## src/rtl/counter_scan_ctrl_pkg.sv

```systemverilog
// Shared constants for the counter scan controller: state encoding,
// default frame header and the channel-to-mux-select mapping.
package counter_scan_ctrl_pkg;

  localparam logic [2:0] ST_IDLE = 3'd0;
  localparam logic [2:0] ST_HDR  = 3'd1;
  localparam logic [2:0] ST_SEL  = 3'd2;
  localparam logic [2:0] ST_SMP  = 3'd3;
  localparam logic [2:0] ST_SEND = 3'd4;
  localparam logic [2:0] ST_CSUM = 3'd5;
  localparam logic [2:0] ST_DONE = 3'd6;

  localparam logic [7:0] HDR_BYTE_DEFAULT = 8'hA5;
  localparam logic [3:0] MUX_SEL_MAX      = 4'd15;

  // The counter mux is wired in reverse: channel ch sits on input 15 - ch.
  function automatic logic [3:0] ch_to_mux_sel(input logic [3:0] ch);
    return MUX_SEL_MAX - ch;
  endfunction

endpackage

```

## src/rtl/counter_scan_ctrl.sv

```systemverilog
// Scans NUM_CH counters through an external 16:1 mux and streams a frame of
// header, one byte per channel and an XOR checksum to a serial transmitter.
module counter_scan_ctrl
  import counter_scan_ctrl_pkg::*;
#(
  parameter int         NUM_CH   = 16,
  parameter logic [7:0] HDR_BYTE = HDR_BYTE_DEFAULT
) (
  input  logic       clk,
  input  logic       rst_n,
  input  logic       start,
  input  logic       continuous,
  output logic [3:0] mux_sel,
  input  logic [7:0] counter_mux,
  output logic [7:0] tx_data,
  output logic       tx_valid,
  input  logic       tx_ready,
  output logic       busy,
  output logic       frame_done
);

  localparam logic [3:0] LAST_CH = 4'(NUM_CH - 1);

  logic [2:0] state_reg, state_next;
  logic [3:0] ch_reg;
  logic [3:0] mux_sel_reg;
  logic [7:0] sample_reg;
  logic [7:0] checksum_reg;
  logic       last_ch;
  logic       hdr_entry;

  assign last_ch   = (ch_reg == LAST_CH);
  assign hdr_entry = (state_next == ST_HDR) && (state_reg != ST_HDR);

  always_comb begin
    state_next = state_reg;
    case (state_reg)
      ST_IDLE: if (start) state_next = ST_HDR;
      ST_HDR:  if (tx_ready) state_next = ST_SEL;
      ST_SEL:  state_next = ST_SMP;
      ST_SMP:  state_next = ST_SEND;
      ST_SEND: if (tx_ready) state_next = last_ch ? ST_CSUM : ST_SEL;
      ST_CSUM: if (tx_ready) state_next = ST_DONE;
      ST_DONE: state_next = continuous ? ST_HDR : ST_IDLE;
      default: state_next = ST_IDLE;
    endcase
  end

  always_ff @(posedge clk or negedge rst_n) begin
    if (!rst_n) begin
      state_reg    <= ST_IDLE;
      ch_reg       <= 4'd0;
      mux_sel_reg  <= MUX_SEL_MAX;
      sample_reg   <= 8'd0;
      checksum_reg <= 8'd0;
    end else begin
      state_reg <= state_next;
      if (hdr_entry) begin
        ch_reg       <= 4'd0;
        checksum_reg <= 8'd0;
      end
      if (state_reg == ST_HDR && tx_ready) begin
        mux_sel_reg <= ch_to_mux_sel(4'd0);
      end
      // Sample after the SEL settle cycle; later counter changes cannot leak in.
      if (state_reg == ST_SMP) begin
        sample_reg   <= counter_mux;
        checksum_reg <= checksum_reg ^ counter_mux;
      end
      if (state_reg == ST_SEND && tx_ready && !last_ch) begin
        ch_reg      <= ch_reg + 4'd1;
        mux_sel_reg <= ch_to_mux_sel(ch_reg + 4'd1);
      end
    end
  end

  // Outputs decode from registered state only, so they hold while stalled
  // and fall to reset values as soon as rst_n drops.
  always_comb begin
    tx_data  = 8'd0;
    tx_valid = 1'b0;
    case (state_reg)
      ST_HDR:  begin tx_data = HDR_BYTE;     tx_valid = 1'b1; end
      ST_SEND: begin tx_data = sample_reg;   tx_valid = 1'b1; end
      ST_CSUM: begin tx_data = checksum_reg; tx_valid = 1'b1; end
      default: begin tx_data = 8'd0;         tx_valid = 1'b0; end
    endcase
  end

  assign mux_sel    = mux_sel_reg;
  assign busy       = (state_reg != ST_IDLE);
  assign frame_done = (state_reg == ST_DONE);

endmodule

```

## config.mk

```make
export PLATFORM = sky130hd
export DESIGN_NAME = counter_scan_ctrl
export DESIGN_NICKNAME = d
export VERILOG_FILES = /design/src/rtl/counter_scan_ctrl_pkg.sv /design/src/rtl/counter_scan_ctrl.sv
export SDC_FILE = /design/constraint.sdc
export NUM_CORES = 1
export LEC_CHECK = 0
export CAP_MARGIN = 0
export CORE_ASPECT_RATIO = 1.1
export CORE_MARGIN = 5
export CORE_UTILIZATION = 43
export DETAILED_ROUTE_END_ITERATION = 7
export PLACE_DENSITY = 0.75
export SETUP_SLACK_MARGIN = 0.3
export SLEW_MARGIN = 10
export SYNTH_ARGS = -nofsm -noshare
export SYNTH_HDL_FRONTEND = slang
export SYNTH_SLANG_ARGS = --single-unit
```

## constraint.sdc

```tcl
create_clock -name clk -period 1.3 [get_ports clk]
set_input_delay 0.39 -clock clk [delete_from_list [all_inputs] [get_ports clk]]
set_output_delay 0.39 -clock clk [all_outputs]
set_load 0.01 [all_outputs]
```

==> results.sh <==
export IMPL_die_area_um2=4690
export IMPL_cp_cell_sequence="buf_6, buf_8, buf_4, or4b_4, nand3_4, a21oi_1"
export IMPL_cts_sinks=27
export IMPL_preCtsSetupSlack_ns=-0.552
export IMPL_h_tree_depth=1
export IMPL_port_buffers=27
export IMPL_max_freq_mhz=546
export IMPL_vias=1477
export IMPL_grt_first_pass_wirelength_um=7160
export IMPL_dp_hpwl_um=2690
export IMPL_drc=0
export IMPL_hold_buffers=0
export IMPL_setup_viol=40
export IMPL_syn_to_final_growth_pct=54.9
export IMPL_arrival_ns=2.05
export IMPL_p_comb_share_pct=61.4
export IMPL_r2r_setup_slack_ns=-0.53
export IMPL_fin_ws_ns=-0.530
export IMPL_rr_worst_depth=6
export IMPL_diodes=0
export IMPL_cts_root_buf="clkbuf_4"
export IMPL_power_frac_seq_pct=30.4
export IMPL_crit_required_ns=1.52
export IMPL_synthCells=165
export IMPL_yosysUniqueCellTypes=38
export IMPL_hold_viol_final=0
export IMPL_antenna_found_initial=0
export IMPL_startpoint_type="flip-flop"
export IMPL_min_period_ns=1.83
export IMPL_cts_made_buffers=3
export IMPL_final_cell_area_um2=2270
export IMPL_worstMarginPinSlew_ns=0.369
export IMPL_syn_nets=179
export IMPL_cts_buffer_depth=2
export IMPL_synth_edf_count=0
export IMPL_ios=28
export IMPL_vdd_drop_max_mv=0.898
export IMPL_outcome="finished with violations"
export IMPL_fill_cells=246
export IMPL_dpl_cell_area_um2=1970
export IMPL_first_pass_iters=4
export IMPL_final_layout_size_suffix_gt1_share_pct=46.1
export IMPL_rsz0062_at_grt="true"
export IMPL_slowest_stage="or4b_4"
export IMPL_ys_ff_latch=27
export IMPL_wire_per_inst_um=15.4
export IMPL_holdCritPathClass="primary input to asynchronous set/reset pin"
export IMPL_core_um2=3330
export IMPL_cts_tree="yes"
export IMPL_final_common_cell="buf_4"
export IMPL_place_congestion=0.830
export IMPL_total_leakage_power_uw=0.00103
export IMPL_syn_avg_cell_area_um2=8.90
export IMPL_die_w_um=65.7
export IMPL_fin_skew_ns=0.0128
export IMPL_crit_type="flip-flop to flip-flop"
export IMPL_drtIter0Drc=74
export IMPL_mostFrequentLayoutCells="buf_4 (29), nand2_1 (27), dfrtp_1 (20)"
export IMPL_async_flop_share_pct=100
export IMPL_viasPerCell=5.35
export IMPL_switching_power_uw=1780
export IMPL_rows=22
export IMPL_grt_pass1_vias=1587
export IMPL_clockPowerShare_pct=8.2
export IMPL_cp_max_fo=8
export IMPL_worstSetupEndpointType="flip-flop"
export IMPL_violations="setup timing"
export IMPL_rr_startpoint="state_reg[0]$_DFF_PN0_"
export IMPL_cap_violations=0
export IMPL_synth_ff_type="dfrtp_1"
export IMPL_drt_wl_total_um=4240
export IMPL_nNetsFinal=243
export IMPL_grt_overflow=0
export IMPL_clock_latency_ns=0.33
export IMPL_clk_pin_slew_worst_paths_ns=0.15
export IMPL_yosys_warnings=0
export IMPL_report_final_slew_viol_count=0
export IMPL_netlist_area_um2=1470
export IMPL_p_int_uw=2760
export IMPL_timing_rr_end="checksum_reg[7]$_DFFE_PN0P_"
export IMPL_start_util_pct=44.1
export IMPL_grt_max_degree=18
export IMPL_synth_seq_area_share_pct=46.3
export IMPL_power_density_nw_per_um2=2000
export IMPL_drt_antenna_violating_nets=0
export IMPL_slew_headroom_pct=75.3
export IMPL_fp_dieH_um=71.3
export IMPL_cp_slowest_stage_delay_ns=0.55
export IMPL_p_sw_share_pct=39.1
export IMPL_grt_total_usage_pct=19.4
export IMPL_finalCritPeriodShare_pct=141
repair_timing:
item / CTS / global route
resized for setup: 117 / 6
setup buffers: 14 / 4
hold endpoints to repair: 0 / 0
pin swaps: 19 / 6
setup endpoints to repair: 42 / 42
cell usage after synthesis, drive strengths merged, types with 2 or more instances:
cell	n	share of area [%]
nand2	32	8.2
dfrtp	23	39
o21ai	20	6.8
a21oi	12	4.1
nor2b	12	5.1
nor2	10	2.6
buf	6	2.5
inv	6	1.5
dfstp	4	7.2
mux2i	4	2.7
clkbuf	3	0.77
nand3	3	1.4
o21a	3	1.5
and4bb	2	1.7
nand2b	2	0.85
o22a	2	1.2
o22ai	2	0.85
layout make-up:
cell class	instances	area, um2	share of cell area [%]
Tap cell	48	60.1	2.64
Multi-Input combinational cell	123	886	38.9
Clock buffer	3	22.5	0.990
Sequential cell	27	684	30.1
Inverter	6	27.5	1.21
Timing Repair Buffer	68	589	25.9
Clock inverter	1	5.00	0.220
power groups by stage:
stage | Sequential, uW | Clock (uW) | Combinational (uW)
after floorplan | 1330 | 0 | 1320
after global placement | 1360 | 0 | 2020
after detailed placement | 1380 | 0 | 2090
after CTS | 1370 | 385 | 2600
after global routing | 1420 | 424 | 2990
final | 1380 | 370 | 2790
kinds of logic (layout without fill, tap and decap cells):
| family | count (synthesis) | count (layout) | synth area share (%) |
|---|---|---|---|
| AND/OR/NAND/NOR | 70 | 70 | 25.8 |
| AO/OA/AOI/OAI | 46 | 46 | 18.3 |
| flip-flops | 27 | 27 | 46.3 |
| buffers and inverters | 15 | 78 | 4.77 |
| multiplexers | 4 | 4 | 2.73 |
| XOR/XNOR | 2 | 2 | 1.19 |
| adder cells (fa/ha/maj) | 1 | 1 | 0.852 |
worst max-delay path by stage:
stage                                 startpoint                          end  slack, ns  cells past startpoint
after detailed placement  state_reg[0]$_DFF_PN0_                   tx_data[0]      -0.55                      4
final                     state_reg[0]$_DFF_PN0_  checksum_reg[7]$_DFFE_PN0P_      -0.53                      6
after floorplan           state_reg[1]$_DFF_PN0_                         busy      -0.06                      3
after CTS                 state_reg[0]$_DFF_PN0_                   tx_data[3]      -0.54                      5
after global placement    state_reg[0]$_DFF_PN0_                   tx_data[2]      -0.52                      4
after global routing      state_reg[0]$_DFF_PN0_                   tx_data[3]      -0.62                      5
metrics by stage:
stage	hold slack, ns	setup TNS, ns	total power (uW)	utilization [%]	cells
after global routing	0.348	-16.20	4830	68.3	276
final	0.357	-14.00	4540	68.3	276
after floorplan	0.0944	-0.702	2650	-	165
after detailed placement	0.461	-14.92	3480	59.1	254
after CTS	0.360	-13.11	4360	66.7	272
after global placement	0.458	-13.13	3380	59.1	254
critical path: cells and delay by family, from the launching register on:
family | cells | cell delay (ns)
compound gates | 1 | 0.10
flops | 1 | 0.48
buf+inv | 3 | 0.44
simple gates | 2 | 0.70
per-layer routing:
| metal | global-route usage (%) | part of all wire, % | up-vias |
|---|---|---|---|
| met2 | 34.7 | 53 | 44 |
| met4 | 8.06 | 1.0 | 0 |
| met1 | 22.3 | 42 | 735 |
| met5 | 0 | 0 | - |
| li1 | - | - | 694 |
| met3 | 3.61 | 4.7 | 4 |
(Power assumes the default switching activity.)
